[src/rtl/uart_tx_arbiter.sv]
// uart_tx_arbiter: frame-level round-robin arbiter sharing one uart_tx_ctrl byte port.
// A requester keeps the grant from its first byte to its req_last byte; a watchdog
// revokes a grant that stalls for IDLE_TIMEOUT cycles.
// Optional feature macro: UART_ARB_HDR_EN (emit header byte {5'b10100, grant_id} per grant).
module uart_tx_arbiter #(
  parameter int unsigned CH_NUM       = 4,
  parameter logic [15:0] IDLE_TIMEOUT = 16'd50000,
  parameter int unsigned U_DLY        = 1
) (
  input  logic                  sys_clk,
  input  logic                  sys_rst_n,
  input  logic [8*CH_NUM-1:0]   req_data,
  input  logic [CH_NUM-1:0]     req_valid,
  input  logic [CH_NUM-1:0]     req_last,
  output logic [CH_NUM-1:0]     req_ready,
  output logic [7:0]            tx_data,
  output logic                  tx_valid,
  input  logic                  tx_ready,
  output logic [2:0]            grant_id,
  output logic                  busy,
  output logic                  arb_timeout
);

  // Non-blocking assignments are zero-delay; U_DLY only appears in the config report.
  if (CH_NUM < 2 || CH_NUM > 8 || IDLE_TIMEOUT == 16'd0) begin : g_bad_cfg
    $error("uart_tx_arbiter: bad config CH_NUM=%0d IDLE_TIMEOUT=%0d U_DLY=%0d",
           CH_NUM, IDLE_TIMEOUT, U_DLY);
  end

  typedef enum logic [1:0] {
    ArbIdle = 2'd0,
`ifdef UART_ARB_HDR_EN
    ArbHdr  = 2'd1,
`endif
    ArbData = 2'd2
  } arb_state_e;

  arb_state_e  r_state;
  logic [2:0]  r_grant_id;
  logic [2:0]  r_rr_ptr;
  logic [15:0] r_idle_cnt;
  logic        r_busy;
  logic [7:0]  r_tx_data;
  logic        r_tx_valid;
  logic        r_arb_timeout;

  logic        w_sel_found;
  logic [2:0]  w_sel_id;
  logic [7:0]  w_gnt_data;
  logic        w_gnt_valid;
  logic        w_gnt_last;
  logic        w_xfer;
  logic [2:0]  w_next_ptr;

  // Round-robin pick: first requester at or above rr_ptr, else wrap to the lowest one.
  always_comb begin
    w_sel_found = 1'b0;
    w_sel_id    = 3'd0;
    for (int i = 0; i < CH_NUM; i++) begin
      if (!w_sel_found && req_valid[i] && (3'(i) >= r_rr_ptr)) begin
        w_sel_found = 1'b1;
        w_sel_id    = 3'(i);
      end
    end
    for (int i = 0; i < CH_NUM; i++) begin
      if (!w_sel_found && req_valid[i]) begin
        w_sel_found = 1'b1;
        w_sel_id    = 3'(i);
      end
    end
  end

  // Mux the granted channel's byte, valid and last flag.
  always_comb begin
    w_gnt_data  = 8'h00;
    w_gnt_valid = 1'b0;
    w_gnt_last  = 1'b0;
    for (int i = 0; i < CH_NUM; i++) begin
      if (r_grant_id == 3'(i)) begin
        w_gnt_data  = req_data[8*i +: 8];
        w_gnt_valid = req_valid[i];
        w_gnt_last  = req_last[i];
      end
    end
  end

  // Ready goes only to the owner and only from state + tx_ready, never from req_valid.
  always_comb begin
    req_ready = '0;
    for (int i = 0; i < CH_NUM; i++) begin
      req_ready[i] = (r_state == ArbData) && (r_grant_id == 3'(i)) && tx_ready;
    end
  end

  assign w_xfer     = (r_state == ArbData) && w_gnt_valid && tx_ready;
  assign w_next_ptr = (r_grant_id == 3'(CH_NUM - 1)) ? 3'd0 : r_grant_id + 3'd1;

  // Arbitration FSM with watchdog and registered strobe/data outputs.
  always_ff @(posedge sys_clk or negedge sys_rst_n) begin
    if (!sys_rst_n) begin
      r_state       <= ArbIdle;
      r_grant_id    <= 3'd0;
      r_rr_ptr      <= 3'd0;
      r_idle_cnt    <= 16'd0;
      r_busy        <= 1'b0;
      r_tx_data     <= 8'h00;
      r_tx_valid    <= 1'b0;
      r_arb_timeout <= 1'b0;
    end else begin
      r_tx_valid    <= 1'b0;
      r_arb_timeout <= 1'b0;
      unique case (r_state)
        ArbIdle: begin
          if (w_sel_found) begin
            r_grant_id <= w_sel_id;
            r_busy     <= 1'b1;
            r_idle_cnt <= 16'd0;
`ifdef UART_ARB_HDR_EN
            r_state    <= ArbHdr;
`else
            r_state    <= ArbData;
`endif
          end
        end
`ifdef UART_ARB_HDR_EN
        ArbHdr: begin
          // Header is not watchdog-guarded; it waits only on tx_ready.
          if (tx_ready) begin
            r_tx_valid <= 1'b1;
            r_tx_data  <= {5'b10100, r_grant_id};
            r_idle_cnt <= 16'd0;
            r_state    <= ArbData;
          end
        end
`endif
        ArbData: begin
          if (w_xfer) begin
            // A transfer beats a coincident timeout.
            r_tx_valid <= 1'b1;
            r_tx_data  <= w_gnt_data;
            r_idle_cnt <= 16'd0;
            if (w_gnt_last) begin
              r_rr_ptr <= w_next_ptr;
              r_busy   <= 1'b0;
              r_state  <= ArbIdle;
            end
          end else if (r_idle_cnt == IDLE_TIMEOUT - 16'd1) begin
            r_arb_timeout <= 1'b1;
            r_rr_ptr      <= w_next_ptr;
            r_busy        <= 1'b0;
            r_idle_cnt    <= 16'd0;
            r_state       <= ArbIdle;
          end else begin
            r_idle_cnt <= r_idle_cnt + 16'd1;
          end
        end
        default: r_state <= ArbIdle;
      endcase
    end
  end

  assign tx_data     = r_tx_data;
  assign tx_valid    = r_tx_valid;
  assign grant_id    = r_grant_id;
  assign busy        = r_busy;
  assign arb_timeout = r_arb_timeout;

endmodule

[config.mk]
export PLATFORM = sky130hd
export DESIGN_NAME = uart_tx_arbiter
export DESIGN_NICKNAME = d
export VERILOG_FILES = /design/src/rtl/uart_tx_arbiter.sv
export SDC_FILE = /design/constraint.sdc
export NUM_CORES = 1
export LEC_CHECK = 0
export ABC_AREA = 1
export CORE_MARGIN = 2
export CORE_UTILIZATION = 49
export DETAILED_ROUTE_END_ITERATION = 10
export HOLD_SLACK_MARGIN = 0.05
export PLACE_DENSITY = 0.81
export SETUP_SLACK_MARGIN = 0.4
export SLEW_MARGIN = 10
export SYNTH_ARGS = -nofsm -noshare
export SYNTH_HDL_FRONTEND = slang
export SYNTH_SLANG_ARGS = --single-unit
[constraint.sdc]
create_clock -name sys_clk -period 2 [get_ports sys_clk]
set_input_delay 0.4 -clock sys_clk [delete_from_list [all_inputs] [get_ports sys_clk]]
set_output_delay 0.4 -clock sys_clk [all_outputs]
set_load 0.01 [all_outputs]
Word-level counts from Yosys, hierarchy flattened. Cells that the tools add are included.

Flip-flop bits (word level): 35. Bits in latches: 0. RAM bits: 0. Bits in read-only memories: 0. Input port bits: 43. Memories: 0.

Add/subtract/negate cells: 2. Multiply operators: 0. Divide/modulo/power cells: 0. Order comparisons: 4. Eq/ne operators: 9. Shift-type cells: 0. Multiplexer cells: 50. Bitwise gates (word level): 0. Reductions and logical operators: 38.

Operators with widths (count): 16-bit two-way mux (3); 8-bit two-way mux (4); 16-bit one-hot mux with 2 select lines (1); 3-bit two-way mux (10); 1-bit two-way mux (26); 1-bit logical AND (21); 16-bit by 1-bit adder with 16-bit output, second input constant (1); 16-bit == test, second input constant (1); 2-bit two-way mux (4); 1-bit logical NOT (7); 3-bit by 2-bit == test with 1-bit output, second input constant (2); 1-bit by 3-bit >= comparator with 1-bit output, first input constant (2); 2-bit by 3-bit >= comparator with 1-bit output, first input constant (2); 2-bit AND reduction (3); 3-bit AND reduction (2); 2-bit inequality test, second input constant (2); 2-bit one-hot mux with 2 select lines (1); 4-bit AND reduction (1); 2-bit nonzero test (2); 3-bit by 1-bit adder with 3-bit output, second input constant (1); 3-bit by 1-bit == test with 1-bit output, second input constant (1); 3-bit logical NOT (1); 3-bit by 2-bit inequality test with 1-bit output, second input constant (1); 3-bit inequality test, second input constant (1); other kinds (3) (3).

Logic depth before layout (Yosys ltp). Gate-level depths: netlist of the first run.

Depth after elaboration: 29. Depth in mapped cells: 12. Depth with buffers taken out: 12.

Worst setup path after synthesis of the first run. OpenSTA, ideal clock, no wires.

Kind: flip-flop to flip-flop. From: register r_grant_id[0], in the netlist grant_id[0]. To: register r_rr_ptr[1]. Arrival time: 1.534 ns. Data required time: 1.883 ns. Setup slack: 0.349 ns. Stages on the path, launching flop included: 12. Period minus slack after synthesis: 1.651 ns. Cell sequence: dfrtp_1 > inv_1 > ha_1 > buf_2 > a21oi_1 > nand2_1 > nand2_2 > inv_1 > nand2_1 > nand3_2 > nand2_1 > nand2_1.

Word-level cells in the longest chain between the ends: 9.

RTL lines: from (decl) (line 39) `logic [2:0] r_grant_id;`; from (signal assigned) (line 115) `r_grant_id <= w_sel_id;`; 3-bit logical NOT (line 79) `if (r_grant_id == 3'(i)) begin`; 1-bit two-way mux (4 in a row) (line 79); 1-bit logical AND (2 in a row) (line 95) `assign w_xfer = (r_state == ArbData) && w_gnt_valid && tx_ready;`; 2-bit inequality test (no source line) / 2-bit nonzero test (equally long branches); 3-bit AND reduction (no source line); to (signal assigned) (line 143) `r_rr_ptr <= w_next_ptr;`; to (signal assigned) (line 149) `r_rr_ptr <= w_next_ptr;`; to (decl) (line 40) `logic [2:0] r_rr_ptr;`.

Parallel ways exist; a longest one is shown, timed or not. The select of a mux whose other input is x is not followed. A chain may end at the register's enable or synchronous reset.

Final worst setup path of the first run.
From: register r_grant_id[1], in the netlist grant_id[1]. To: register r_tx_data[6], in the netlist tx_data[6].

Word-level cells in the longest chain between the ends: 8.

RTL lines: 3-bit logical NOT (line 79); 1-bit two-way mux (4 in a row) (line 79); 1-bit logical AND (2 in a row) (line 95); 2-bit AND reduction (no source line); to (signal assigned) (line 140) `r_tx_data <= w_gnt_data;`; to (decl) (line 43) `logic [7:0] r_tx_data;`.

Parallel ways exist; a longest one is shown, timed or not.

==> metrics.md, run 1 <==
| Metric | Value |
|---|---|
| Status | finished clean |
| Total Nets Final | 465 |
| Total number of yosys warnings | 0 |
| Post-synthesis instance total | 325 |
| Die width | 71.6 µm |
| DRT iter0 DRCs | 251 |
| RSZ-0062 raised after global routing | yes |
| Vias per Instance | 5.79 |
| Number of global-route vias before repair | 2556 |
| Final Max Slew Viols | 0 |
| Top_reg_cell synth | dfrtp_1 |
| Clock Power Share | 10.7% |
| Wirelength per Cell | 18.4 µm |
| Ys async rst share | 100% |
| Fmax | 0.544 GHz |
| GRT Max-Usage Layer | met2 |
| ANT cells | 0 |
| Root Buffer | clkbuf_8 |
| Crit share post-route | 91.8% |
| H-tree depth | 2 |
| DIE HEIGHT | 71.6 µm |
| Sequential-to-total area share from yosys stat | 34.7% |
| Area growth, synth to finish | 61.6% |
| GP Congestion | 0.894 |
| Syn_area_per_cell | 6.88 µm² |
| Pint | 2.57 mW |
| PortBufs | 59 |
| CTS tree | built |
| Flop pwr share | 20.2% |
| Sw frac | 45.6% |
| Global route total overflow | 0 |
| # hold bufs at CTS | 0 |
| Final setup viols | 0 |
| Met1 Track Usage GR | 34.0% |
| Post-Syn Nets | 373 |
| Crit. End Element | flip-flop |
| CTS Sinks | 31 |
| Critical path data required time | 2.17 ns |
| Hold Crit Class | primary input to async pin |
| Initial core utilization | 51.0% |
| Sum of negative setup slack | 0 ns |
| Reg clk slew, reported paths | 0.06 ns |
| Hpwl dp | 4360 µm |
| Drt pass-1 iters | 5 |
| Global-route usage over all layers | 29.4% |
| Post-Synthesis Cell Area | 0.00224 mm² |
| PD cells | 1310 mW/mm² |
| FILL cells | 248 |
| Leakage | 1.73 nW |
| Yosys cell types | 38 |
| Die Footprint | 0.00512 mm² |
| CP Launch Type | flip-flop |
| Worst r2r src | grant_id[1] |
| NetSw | 2.15 mW |
| Power Total | 4.72 mW |
| Fin crit period | 1.84 ns |
| Final Hold Vio Count | 0 |
| Peak VDD IR | 1180 µV |
| Final setup skew | 0.00306 ns |
| Clock Latency Late Sink | 0.29 ns |
| Largest net degree at the start of global routing | 32 |
| Worst Path Max Fanout | 6 |
| Routed vias | 2715 |
| Arrival time at the worst endpoint | 2.01 ns |
| Std-Cell Rows | 24 |
| Number of I/O pins | 61 |
| Met2 usage | 52.1% |
| Core area | 0.00438 mm² |
| Post-synth EDFFs | 0 |
| Layout cells sized above 1 | 29.5% |
| First-pass GRT wire length | 11700 µm |
| DR DRC count | 0 |
| Post-Route WL | 8650 µm |
| FF+latch count, synth | 31 |
| Crit Path Class | flip-flop to flip-flop |
| Comb pwr share | 69.1% |
| Crit path from | grant_id[1] |
| Antenna violations before repair | 0 |
| Clock Tree Buf Depth | 2 |
| Max Cap Viol | 0 |
| R2r setup slk | 0.16 ns |
| M3 GR Usage | 6.61% |
| Post-route ant nets | 0 |
| Num CTS Buffers | 5 |
-- metal layers --
layer	vias up	part of all wire (%)	wire (µm)
li1	1234	-	-
met1	1270	37	3180
met2	169	50	4300
met3	42	8.5	735
met4	0	5.0	435
met5	-	0	0
-- critical path, cell delays in order, from the launching register on --
cell	delay (ns)
dfrtp_1	0.40
buf_6	0.15
inv_6	0.04
ha_4	0.16
buf_8	0.12
buf_12	0.13
buf_8	0.13
a21oi_2	0.11
nand2_1	0.10
o21ai_1	0.10
nand2_1	0.07
o21ai_1	0.10
o21ai_1	0.10
-- flip-flops by register name, summed over array words and instances, names as in the netlist --
register and flops:
tx_valid 1, r_idle_cnt 16, r_rr_ptr 2, r_state 1, tx_data 8, arb_timeout 1
grant_id 2
-- layout by cell type, fill, tap and decap left out, types with 3 or more instances in the layout --
cell	Yosys	layout
dfrtp_1	31	29
buf_4	2	19
buf_6	2	10
clkbuf_8	1	6
nand2_1	109	94
xor2_1	6	6
dlygate4sd2_1	0	4
ha_4	0	5
nand3_2	2	5
buf_16	0	3
nand2_2	8	18
o21ai_2	0	5
nand2_4	1	5
o21ai_1	4	23
nand4_1	8	8
inv_6	0	3
nand3_4	1	3
nand3_1	21	16
inv_2	1	5
dlymetal6s2s_1	0	11
nor2_4	3	7
a21oi_2	1	7
inv_1	24	16
clkdlybuf4s50_1	0	40
nor2_2	1	3
nor2_1	39	35
buf_12	1	3
-- logic make-up after synthesis --
kind of cell / Yosys count / share of synthesized area [%]
simple gates: 196 / 39.4
compound gates: 49 / 12.1
buf+inv: 37 / 8.56
flops: 31 / 34.7
xor+xnor: 6 / 2.35
fa+ha+maj: 5 / 2.80
other cells: 1 / 0.168
-- through the flow --
stage / hold slack [ns] / instances / util, % / area, µm² / worst slack [ns]
2_1_floorplan: 0.104 / 325 / - / 2240 / 0.403
3_3_place_gp: 0.466 / 435 / 65.9 / 2890 / -0.0259
3_5_place_dp: 0.477 / 435 / 65.9 / 2890 / -0.0238
4_1_cts: 0.497 / 465 / 78.4 / 3440 / 0.286
5_1_grt: 0.535 / 469 / 82.4 / 3610 / 0.0744
6_report: 0.501 / 469 / 82.4 / 3610 / 0.163
-- power by group through the flow --
| stage | combinational (mW) | sequential [mW] | clock, mW |
|---|---|---|---|
| detailed placement | 1.78 | 0.950 | 0 |
| finish | 3.26 | 0.954 | 0.504 |
| CTS | 2.72 | 0.926 | 0.510 |
| global route | 3.47 | 0.969 | 0.528 |
| global placement | 1.75 | 0.955 | 0 |
| floorplan | 1.11 | 0.963 | 0 |
-- area by class of cell --
cell class	instances	area [µm²]	area share, %
Tap cell	52	65.1	1.80
Multi-Input combinational cell	259	1560	43.1
Clock buffer	6	82.6	2.28
Clock inverter	1	5.00	0.138
Inverter	26	116	3.22
Timing Repair Buffer	94	1010	28.0
Sequential cell	31	778	21.5
-- what timing repair did --
item | in CTS | in global routing
pin swaps | 21 | 19
buffers inserted | 19 | 3
cloned | 4 | 1
resized for setup | 94 | 58
endpoints found under the setup margin | 35 | 41
endpoints found under the hold margin | 0 | 0
-- cell usage after synthesis (2+ instances only) --
| cell type | count | area [µm²] |
|---|---|---|
| xor2_1 | 6 | 52.6 |
| buf_6 | 2 | 22.5 |
| o21bai_1 | 2 | 15.0 |
| dfrtp_1 | 31 | 776 |
| nand2_1 | 109 | 409 |
| ha_1 | 5 | 62.6 |
| buf_4 | 2 | 15.0 |
| a21oi_1 | 10 | 50.1 |
| nor2_4 | 3 | 33.8 |
| nor2_1 | 39 | 146 |
| nand2_2 | 8 | 50.1 |
| inv_1 | 24 | 90.1 |
| buf_2 | 3 | 15.0 |
| o21ai_1 | 4 | 20.0 |
| nand3_2 | 2 | 20.0 |
| nand4_1 | 8 | 50.1 |
| nand3_1 | 21 | 105 |
| o21ai_0 | 26 | 130 |
-- worst paths after layout --
kind,end,cells after the start
max in group asynchronous,grant_id[0],2
max,tx_data[6],12
max reg2reg,tx_data[6],12
min in group sys_clk,tx_data[1],2
min,r_idle_cnt[10],2
min reg2reg,tx_data[1],2
(Power assumes the default switching activity.)
==> run 2: changes to the inputs <==
- CORE_MARGIN: 2 -> default
==> metrics.md, run 2 (synthesized netlist as in run 1, its figures left out) <==
| Metric | Value |
|---|---|
| Final Max Slew Viols | 0 (unchanged) |
| Post-Route WL | 8000 µm (-7.5%) |
| Worst Path Max Fanout | 4 (-2) |
| Design Area, Final | 0.00353 mm² (-2.4%) |
| Antenna violations before repair | 0 (unchanged) |
| Max Cap Viol | 0 (unchanged) |
| Crit Path Class | flip-flop to primary output |
| R2r setup slk | 0.25 ns (+0.09 ns) |
| Status | finished clean |
| CP max stage cell | dfrtp_2 |
| Sum of negative setup slack | 0 ns (unchanged) |
| Dpl cell area | 0.00288 mm² (-0.17%) |
| Reg clk slew, reported paths | 0.07 ns (about the same) |
| Wirelength per Cell | 17.3 µm (-6.3%) |
| CP Launch Type | flip-flop |
| Buf+Inv Stages, Crit Path | 4 (-1) |
| Fmax | 0.572 GHz (+5.1%) |
| Die width | 69.6 µm (-2.8%) |
| Critical path data required time | 1.60 ns (-0.57 ns) |
| Max reg flops | 16 (unchanged) |
| Fin crit period | 1.75 ns (-0.0894 ns) |
| Critical path's largest stage delay | 0.44 ns (+0.04 ns) |
| DIE HEIGHT | 69.6 µm (-2.8%) |
| Routed vias | 2642 (-2.7%) |
| Post-Layout Cell Count | 463 (-1.3%) |
| Clock Latency Late Sink | 0.29 ns (about the same) |
| Post-route ant nets | 0 (unchanged) |
| Die Footprint | 0.00484 mm² (-5.5%) |
| Global-route usage over all layers | 28.0% (-1.4 points) |
| Final setup skew | 0.00570 ns (+0.00264 ns) |
| Num CTS Buffers | 5 (unchanged) |
| GP Congestion | 0.960 (+7.4%) |
| Number of global-route vias before repair | 2392 (-6.4%) |
| Layout cells sized above 1 | 28.7% (-0.79 points) |
| Critical Path, Cell by Cell | buf_6 -> inv_6 -> ha_4 -> inv_2 -> nor2_1 -> buf_2 |
| PortBufs | 59 (unchanged) |
| Power Total | 4.56 mW (-3.4%) |
| Hold Crit Class | primary input to async pin |
| Final setup viols | 0 (unchanged) |
| Final Hold Vio Count | 0 (unchanged) |
| Total Nets Final | 458 (-1.5%) |
| Global route total overflow | 0 (unchanged) |
| Vias per Instance | 5.71 (-1.4%) |
| Post-layout util | 80.5% (-2.0 points) |
| Drt pass-1 iters | 6 (+1) |
| ANT cells | 0 (unchanged) |
| Hpwl dp | 4340 µm (-0.31%) |
| Commonest cells after routing, fill and taps aside | nand2_1, clkdlybuf4s50_1, nor2_1 |
| DP Worst Slack | -0.0170 ns (+0.00682 ns) |
| Std-Cell Rows | 24 (unchanged) |
| Root Buffer | clkbuf_8 |
| Setup ws final | 0.252 ns (+0.0894 ns) |
| Number of I/O pins | 61 (unchanged) |
| Crit. End Element | primary output |
| Commonest non-fill, non-tap cell in the layout | nand2_1 |
| Placed cell count | 436 (+0.23%) |
| First-pass GRT wire length | 10700 µm (-8.7%) |
| CTS Sinks | 31 (unchanged) |
| RSZ-0062 raised after global routing | yes |
| CTS tree | built |
| Arrival time at the worst endpoint | 1.35 ns (-0.66 ns) |
| DR DRC count | 0 (unchanged) |
| Leakage | 1.69 nW (-2.4%) |
| Initial core utilization | 51.0% (unchanged) |
| Core area | 0.00438 mm² (unchanged) |
| Clock Tree Buf Depth | 2 (unchanged) |
| Peak VDD IR | 991 µV (-16%) |
| Hold slack | 0.504 ns (+0.00253 ns) |
| Top reg by flops | r_idle_cnt |
| DRT iter0 DRCs | 133 (-47%) |
| H-tree depth | 2 (unchanged) |
| Top Family by Delay on Critical Path | flip-flops |
| Crit share post-route | 87.4% (-4.5 points) |
| Largest net degree at the start of global routing | 32 (unchanged) |
| PD cells | 1290 mW/mm² (-1.0%) |
| Area growth, synth to finish | 57.7% |
==> run 2: cell types whose count changed in the layout (fill, tap and decap cells not counted), sizes merged <==
cell / change
buf: -8
dlygate4sd2: +2
bufinv: +1
clkdlybuf4s50: -1
dlymetal6s2s: -1
nand2: +1
==> run 2: final timing paths <==
check | start | end | depth (start not counted)
setup / recovery | grant_id[0] | req_ready[2] | 6
hold / removal | sys_rst_n | r_rr_ptr[0] | 2
max in group asynchronous | sys_rst_n | grant_id[0] | 2
setup reg to reg | grant_id[0] | r_rr_ptr[1] | 12
hold reg to reg | tx_data[6] | tx_data[6] | 2
min in group sys_clk | tx_data[6] | tx_data[6] | 2
==> run 2: worst register-to-register path: stages, from the launching register on <==
cell and delay, ns:
dfrtp_2 0.44, buf_6 0.15, inv_6 0.06, ha_4 0.14
inv_2 0.05, buf_6 0.11, nor2_1 0.13, nor2_1 0.09
a21boi_2 0.20, nand2_4 0.09, nand3_2 0.09, nand2_1 0.06
nand2_1 0.08
==> run 2: power by group <==
group          switching, mW  leakage, nW  internal, mW
logic                   1.65         1.22          1.29
registers              0.161        0.405         0.797
clock network          0.263       0.0612         0.403
==> run 2: per-layer routing <==
layer	up-vias	part of all wire, %	GRT usage, %
li1	1219	-	-
met1	1241	38	32.6
met2	148	50	48.9
met3	34	7.9	6.54
met4	0	4.3	12.5
met5	-	0	0
==> run 2: area by class of cell <==
cell class / count / area [µm²]
Clock buffer: 6 / 82.6
Fill cell: 275 / 857
Inverter: 26 / 116
Sequential cell: 31 / 778
Tap cell: 52 / 65.1
Multi-Input combinational cell: 260 / 1580
Clock inverter: 2 / 35.0
Timing Repair Buffer: 86 / 871
==> run 2: repair_timing <==
| item | CTS | global route |
|---|---|---|
| cloned | 3 | 2 |
| setup endpoints to repair | 36 | 40 |
| pin swaps | 5 | 27 |
| setup buffers | 9 | 5 |
| hold buffers | 0 | 0 |
| hold endpoints to repair | 0 | 0 |
| resized for setup | 71 | 81 |
